File: src/rtl/mxu_sequencer.sv
// rtl/mxu_sequencer.sv - command-driven sequencer for one NxN matrix multiply on the systolic MXU
module mxu_sequencer #(
    parameter int N      = 2,
    parameter int W      = 16,
    parameter int ADDR_W = 5
) (
    input  logic                clk,
    input  logic                rst,
    input  logic                cmd_valid,
    output logic                cmd_ready,
    input  logic [ADDR_W-1:0]   cmd_a_addr,
    input  logic [ADDR_W-1:0]   cmd_b_addr,
    input  logic [ADDR_W-1:0]   cmd_c_addr,
    output logic                busy,
    output logic                done,
    output logic                mem_rd_en,
    output logic [ADDR_W-1:0]   mem_rd_addr,
    input  logic [W-1:0]        mem_rd_data,
    output logic                mem_wr_en,
    output logic [ADDR_W-1:0]   mem_wr_addr,
    output logic [W-1:0]        mem_wr_data,
    output logic                mxu_clear,
    output logic                mxu_ce,
    output logic [N*W-1:0]      west_input,
    output logic [N*W-1:0]      north_input,
    input  logic [N*N*W-1:0]    result_in
);

    localparam int NN       = N * N;
    localparam int LOAD_LEN = 2 * NN;
    localparam int COMP_LEN = 3 * N - 2;
    localparam int CNT_W    = $clog2(LOAD_LEN + 1);

    typedef enum logic [2:0] {
        S_IDLE,
        S_LOAD,
        S_LOAD_WAIT,
        S_COMPUTE,
        S_SETTLE,
        S_WRITE,
        S_DONE
    } state_t;

    state_t              state_q, state_d;
    logic [CNT_W-1:0]    cnt_q, cnt_d;
    logic [ADDR_W-1:0]   a_addr_q, a_addr_d;
    logic [ADDR_W-1:0]   b_addr_q, b_addr_d;
    logic [ADDR_W-1:0]   c_addr_q, c_addr_d;

    // Operand matrices, indexed [row][col]
    logic [N-1:0][N-1:0][W-1:0] a_q, a_d;
    logic [N-1:0][N-1:0][W-1:0] b_q, b_d;

    // Tracks which load index the scratchpad is returning this cycle
    logic                cap_valid_q;
    logic [CNT_W-1:0]    cap_idx_q;

    logic                cmd_ready_q, cmd_ready_d;
    logic                busy_q, busy_d;
    logic                done_q, done_d;
    logic                mem_rd_en_q, mem_rd_en_d;
    logic [ADDR_W-1:0]   mem_rd_addr_q, mem_rd_addr_d;
    logic                mem_wr_en_q, mem_wr_en_d;
    logic [ADDR_W-1:0]   mem_wr_addr_q, mem_wr_addr_d;
    logic [W-1:0]        mem_wr_data_q, mem_wr_data_d;
    logic                mxu_clear_q, mxu_clear_d;
    logic                mxu_ce_q, mxu_ce_d;
    logic [N*W-1:0]      west_q, west_d;
    logic [N*W-1:0]      north_q, north_d;

    // State, step counter and latched command addresses
    always_ff @(posedge clk or posedge rst) begin
        if (rst) begin
            state_q  <= S_IDLE;
            cnt_q    <= '0;
            a_addr_q <= '0;
            b_addr_q <= '0;
            c_addr_q <= '0;
        end else begin
            state_q  <= state_d;
            cnt_q    <= cnt_d;
            a_addr_q <= a_addr_d;
            b_addr_q <= b_addr_d;
            c_addr_q <= c_addr_d;
        end
    end

    // Phase sequencing: each phase runs a fixed number of steps counted by cnt
    always_comb begin
        state_d  = state_q;
        cnt_d    = cnt_q;
        a_addr_d = a_addr_q;
        b_addr_d = b_addr_q;
        c_addr_d = c_addr_q;
        case (state_q)
            S_IDLE: begin
                if (cmd_valid) begin
                    state_d  = S_LOAD;
                    cnt_d    = '0;
                    a_addr_d = cmd_a_addr;
                    b_addr_d = cmd_b_addr;
                    c_addr_d = cmd_c_addr;
                end
            end
            S_LOAD: begin
                if (cnt_q == CNT_W'(LOAD_LEN - 1)) begin
                    state_d = S_LOAD_WAIT;
                    cnt_d   = '0;
                end else begin
                    cnt_d = cnt_q + CNT_W'(1);
                end
            end
            S_LOAD_WAIT: begin
                state_d = S_COMPUTE;
                cnt_d   = '0;
            end
            S_COMPUTE: begin
                if (cnt_q == CNT_W'(COMP_LEN - 1)) begin
                    state_d = S_SETTLE;
                    cnt_d   = '0;
                end else begin
                    cnt_d = cnt_q + CNT_W'(1);
                end
            end
            S_SETTLE: begin
                state_d = S_WRITE;
                cnt_d   = '0;
            end
            S_WRITE: begin
                if (cnt_q == CNT_W'(NN - 1)) begin
                    state_d = S_DONE;
                    cnt_d   = '0;
                end else begin
                    cnt_d = cnt_q + CNT_W'(1);
                end
            end
            S_DONE: begin
                state_d = S_IDLE;
                cnt_d   = '0;
            end
            default: begin
                state_d = S_IDLE;
                cnt_d   = '0;
            end
        endcase
    end

    // Fold the returning read word into the operand matrices; feeds see it the same edge
    always_comb begin
        a_d = a_q;
        b_d = b_q;
        if (cap_valid_q) begin
            for (int k = 0; k < NN; k++) begin
                if (cap_idx_q == CNT_W'(k)) begin
                    a_d[k / N][k % N] = mem_rd_data;
                end
                if (cap_idx_q == CNT_W'(NN + k)) begin
                    b_d[k / N][k % N] = mem_rd_data;
                end
            end
        end
    end

    // Operand storage and read-return tracking
    always_ff @(posedge clk or posedge rst) begin
        if (rst) begin
            a_q         <= '0;
            b_q         <= '0;
            cap_valid_q <= 1'b0;
            cap_idx_q   <= '0;
        end else begin
            a_q         <= a_d;
            b_q         <= b_d;
            cap_valid_q <= (state_q == S_LOAD);
            cap_idx_q   <= cnt_q;
        end
    end

    // Output values for the phase being entered, so every output is a flop
    always_comb begin
        cmd_ready_d   = (state_d == S_IDLE);
        busy_d        = (state_d != S_IDLE);
        done_d        = (state_d == S_DONE);
        mxu_clear_d   = (state_d == S_LOAD) && (cnt_d == '0);
        mem_rd_en_d   = (state_d == S_LOAD);
        mem_rd_addr_d = '0;
        mem_wr_en_d   = (state_d == S_WRITE);
        mem_wr_addr_d = '0;
        mem_wr_data_d = '0;
        mxu_ce_d      = (state_d == S_COMPUTE);
        west_d        = '0;
        north_d       = '0;

        // A words first, then B words, back to back
        if (state_d == S_LOAD) begin
            for (int k = 0; k < NN; k++) begin
                if (cnt_d == CNT_W'(k)) begin
                    mem_rd_addr_d = a_addr_d + ADDR_W'(k);
                end
                if (cnt_d == CNT_W'(NN + k)) begin
                    mem_rd_addr_d = b_addr_d + ADDR_W'(k);
                end
            end
        end

        // Skewed feeds: row i sees A[i][t-i], column j sees B[t-j][j]
        if (state_d == S_COMPUTE) begin
            for (int i = 0; i < N; i++) begin
                for (int k = 0; k < N; k++) begin
                    if (cnt_d == CNT_W'(i + k)) begin
                        west_d[i*W +: W]  = a_d[i][k];
                        north_d[i*W +: W] = b_d[k][i];
                    end
                end
            end
        end

        // Accumulators are final from SETTLE onward
        if (state_d == S_WRITE) begin
            mem_wr_addr_d = c_addr_q + ADDR_W'(cnt_d);
            for (int k = 0; k < NN; k++) begin
                if (cnt_d == CNT_W'(k)) begin
                    mem_wr_data_d = result_in[k*W +: W];
                end
            end
        end
    end

    // Output registers
    always_ff @(posedge clk or posedge rst) begin
        if (rst) begin
            cmd_ready_q   <= 1'b1;
            busy_q        <= 1'b0;
            done_q        <= 1'b0;
            mem_rd_en_q   <= 1'b0;
            mem_rd_addr_q <= '0;
            mem_wr_en_q   <= 1'b0;
            mem_wr_addr_q <= '0;
            mem_wr_data_q <= '0;
            mxu_clear_q   <= 1'b0;
            mxu_ce_q      <= 1'b0;
            west_q        <= '0;
            north_q       <= '0;
        end else begin
            cmd_ready_q   <= cmd_ready_d;
            busy_q        <= busy_d;
            done_q        <= done_d;
            mem_rd_en_q   <= mem_rd_en_d;
            mem_rd_addr_q <= mem_rd_addr_d;
            mem_wr_en_q   <= mem_wr_en_d;
            mem_wr_addr_q <= mem_wr_addr_d;
            mem_wr_data_q <= mem_wr_data_d;
            mxu_clear_q   <= mxu_clear_d;
            mxu_ce_q      <= mxu_ce_d;
            west_q        <= west_d;
            north_q       <= north_d;
        end
    end

    assign cmd_ready   = cmd_ready_q;
    assign busy        = busy_q;
    assign done        = done_q;
    assign mem_rd_en   = mem_rd_en_q;
    assign mem_rd_addr = mem_rd_addr_q;
    assign mem_wr_en   = mem_wr_en_q;
    assign mem_wr_addr = mem_wr_addr_q;
    assign mem_wr_data = mem_wr_data_q;
    assign mxu_clear   = mxu_clear_q;
    assign mxu_ce      = mxu_ce_q;
    assign west_input  = west_q;
    assign north_input = north_q;

endmodule

File: config.mk
export PLATFORM = sky130hd
export DESIGN_NAME = mxu_sequencer
export DESIGN_NICKNAME = d
export VERILOG_FILES = /design/src/rtl/mxu_sequencer.sv
export SDC_FILE = /design/constraint.sdc
export NUM_CORES = 1
export LEC_CHECK = 0
export BUFFER_PORTS_ARGS = -buffer_cell sky130_fd_sc_hd__buf_2
export CAP_MARGIN = 20
export CORE_MARGIN = 8
export CORE_UTILIZATION = 45
export DETAILED_ROUTE_END_ITERATION = 7
export GPL_ROUTABILITY_DRIVEN = 0
export PLACE_DENSITY_LB_ADDON = 0.12
export SYNTH_ARGS = -nofsm -noshare
export SYNTH_HDL_FRONTEND = slang
export SYNTH_SLANG_ARGS = --single-unit
File: constraint.sdc
create_clock -name clk -period 20 [get_ports clk]
set_input_delay 3 -clock clk [delete_from_list [all_inputs] [get_ports clk]]
set_output_delay 3 -clock clk [all_outputs]
set_load 0.005 [all_outputs]
==> results list <==
- Critical path's top delay family: buffers and inverters
* Highest attainable clock frequency: 0.172 GHz
- Number of antenna violations at the first check in global routing: 0
- Number of distinct library cells after synthesis: 56
- Slack of the worst reg-to-reg path: 15790 ps
* Arr. time, crit path: 6270 ps
- The detailed router finished its first iteration with 752 violations.
* Total inserted antenna cells: 0
* Cell area after technology mapping: 11100 um^2
- Total leakage power: 6.18 nW
- Clock Sinks: 252
* Crit path capture: mem_rd_addr[4]
- Counting flops with an async set or reset pin after synthesis yields a share of 100%.
- In this run the cell area measured after placement is 12300 um^2.
* Uppermost signal routing layer after detailed routing: met4
- The first global-routing pass estimated 47.2 mm of wire.
* Worst max-slew margin expressed relative to the limit: 33.3%
- Dividing the detail-routed via count by the number of cells gives 5.42.
* Crit-path most repeated cell: buf_4
- In this run, post-CTS repair resized a total of 0 instances.
- Peak per-stage delay on the critical path: 810 ps
- ANT nets after route: 0
* Worst voltage drop across the vdd grid: 101 uV
- The final layout contains routed wiring with a total length of 29.0 mm.
- The final count of pins violating max slew was 0.
- Once layout is complete, the cells apart from fillers number 1452.
- Synthesis produced a netlist with a net count of 1048.
- Synthesized area divided by synthesized cell count: 11.8 um^2
- Row Count: 57
- Critical Path Source: cmd_valid
- Most frequent cells in the layout: dfrtp_1, buf_2, mux2_2
- Share of cells above drive strength 1: 35.4%
- Critical path cell sequence: buf_2 -> nor4_2 -> a32oi_2 -> buf_4 -> inv_2 -> nand4_1 -> buf_4 -> nor2_1 -> a21oi_1 -> a31oi_1
* Fillers: 2168
- Detailed route wirelength on metal3: 2.04 mm
- Most common library cell in the layout ignoring fill and taps: dfrtp_1
* Synthesized instance count: 936
- The finished cells cover 13200 um^2.
- Total Negative Setup Slacks: 0 ps
- Post-CTS repair timing setup buffer count: 0
- STA classifies the critical path endpoint as a flip-flop.
- Data required time at the worst endpoint: 20440 ps
- Maximum capacitance violations: 0
- The clock reaches the later pin of the worst-skew pair after 520 ps.
* Reg-to-reg endpoint: mem_rd_addr[4]
- After detailed routing, the average wire length per cell comes to 20.0 um.
- CTS tree: done
* Type of the tightest min-delay check: reg2reg
* Total global routing overflow: 0
* Final Skew: 7.99 ps
* First drt pass iteration count: 5
- Counting along the longest clock path gives a buffer depth of 3.
- In this run the power density over the cells is 172 nW/um^2.
- CP Buf/Inv Count: 4
- The slowest stage of the critical path is the nand4_1 cell.
- Chip height: 173 um
- Library cell used as clock root buffer: clkbuf_16
* Total number of yosys warnings: 0
- In the final design database the tool counted 1222 nets.
- Entering global routing, the biggest net connects 100 pins.
- Min Hold Slack: 491 ps
- Number of hold-repair buffers added at the cts stage: 0
- The core region is 24200 um^2.
* Area growth from synthesis to layout: 19.3%
- For the pin with the worst max-slew slack, the measured transition is 1000 ps.
- The die covers 29900 um^2.
- Unrepaired setup endpoints after global routing: false
- After clock tree synthesis, the clock-pin slew on the worst setup and hold paths is 60 ps.
- The critical path crosses 10 cells after its start point.
* Number of hold violations in the final report: 0
* Maximum fanout count along the critical path: 46
- In the finished design, the share of the clock period the worst path needs comes to 29.1%.
* Startpoint class of the critical path: input port
* Reg-to-Reg Start: cnt_q[0]
* Number of global-route vias before repair: 8416
- Top-level port count: 195
* Cts bufs inserted: 27
- Run status: complete, no violations
- Most common flop cell mapped by yosys: dfrtp_1
- The die is 173 um wide.
- In the detailed route, the total length drawn on met2 is 13.7 mm.
* DRC viols: 0
- EDFF count, synth: 0
- Setup violations remaining at the end of the flow were counted as 0.
- After layout, the minimum clock period comes to 5830 ps.
* Flip-flop and latch count after synthesis: 252
* Number of buffers inserted by port buffering: 194
- Starting utilization of the core area: 45.6%
- Post-DP HPWL: 18.7 mm
* # placed instances: 1404
- In the final routing, the length of wire on met1 measures 12.8 mm.
* Fraction of the yosys area taken by sequential cells: 57.0%
- The worst register-to-register path has a depth of 11.
- Detailed routing inserted a total of 7865 vias.
- GRT Util Overall: 19.3%
- Level count of the clock H-tree: 1
* Worst setup path category: in2reg
==> stage by stage <==
stage / utilization (%) / power, mW / worst slack [ps]
after global placement: 50.7 / 1.79 / 13710
after CTS: 54.3 / 2.30 / 14170
final: 54.4 / 2.27 / 14170
after floorplan: - / 1.53 / 10070
after global routing: 54.4 / 2.44 / 13800
after detailed placement: 50.7 / 1.81 / 13610
==> synthesized netlist by cell type (5+ instances only) <==
cell      number  share of area (%)
nand2_1       85                2.9
a21oi_1       15               0.68
a21boi_1      26                1.8
mux2i_1        8               0.72
o21ai_0       12               0.54
a311oi_1      16                1.3
clkbuf_1      37                1.3
xnor2_1       11               0.87
and3_1        17               0.96
nand3_1      105                4.7
nand2b_1      37                2.1
mux2_2       136                 14
a21boi_0      38                2.6
ha_1          13                1.5
nor2_1        17               0.58
o22ai_1        6               0.34
a31oi_1        5               0.28
dfrtp_1      251                 57
inv_1         16               0.54
buf_2         16               0.72
buf_4          6               0.41
==> routing by layer <==
layer	up-vias	GRT usage [%]
li1	3639	-
met1	3945	25.8
met2	241	31.4
met3	40	4.53
met4	0	4.35
met5	-	0
==> worst min-delay path by stage <==
| stage | startpoint | endpoint | slack (ps) | depth (start not counted) |
|---|---|---|---|---|
| after global routing | a_q[20] | a_q[20] | 510 | 1 |
| final | a_q[34] | a_q[34] | 490 | 1 |
| after global placement | cnt_q[1] | cap_idx_q[1] | 470 | 0 |
| after CTS | cnt_q[1] | cap_idx_q[1] | 490 | 0 |
| after floorplan | cnt_q[2] | cap_idx_q[2] | 390 | 0 |
| after detailed placement | cnt_q[1] | cap_idx_q[1] | 480 | 0 |
==> cell type report <==
class,count,area [um^2],share of cell area (%)
flip-flops and latches,252,6310,47.8
inverters,18,75.1,0.569
repair buffers,206,1080,8.19
multi-input cells,605,4460,33.8
clock inverters,3,40.0,0.303
well taps,324,405,3.07
clock buffers,44,830,6.28
==> report_power, final <==
group          total, mW  switching [mW]  leakage, nW  internal, mW
Clock              0.483           0.190        0.429         0.293
Sequential         0.776          0.0694         3.20         0.706
Combinational       1.02           0.603         2.54         0.412
Total               2.27           0.863         6.18          1.41
==> state kept, by name (all words and copies together), names as in the netlist <==
name         flops
cap_idx_q        4
state_q          3
c_addr_q         5
mem_wr_data     16
mem_wr_en        1
west_input      32
cap_valid_q      1
cmd_ready        1
mxu_clear        1
mem_rd_addr      5
mem_wr_addr      5
b_addr_q         5
mem_rd_en        1
a_addr_q         5
north_input     32
b_q             64
mxu_ce           1
a_q             64
cnt_q            4
busy             1
done             1
==> cell families (layout without fill, tap and decap cells) <==
group                    after synthesis  after routing  share of synthesized area [%]
AND/OR/NAND/NOR                      290            290                           13.1
flip-flops                           252            252                           57.0
multiplexers                         144            144                           14.6
AO/OA/AOI/OAI                        141            141                           9.31
buffers and inverters                 79            271                           3.06
adder cells (fa/ha/maj)               15             15                           1.74
XOR/XNOR                              15             15                           1.19
==> worst reg2reg max path, cell delays in order, from the launching register on <==
cell      delay (ps)
dfrtp_1          440
ha_1             280
nor2b_1          180
a311oi_2         450
a32oi_2          170
buf_4            280
inv_2            630
nand4_1          840
buf_4            490
nor2_1           140
a21oi_1           50
a31oi_1          170
Power figures use the tool's default switching activity.
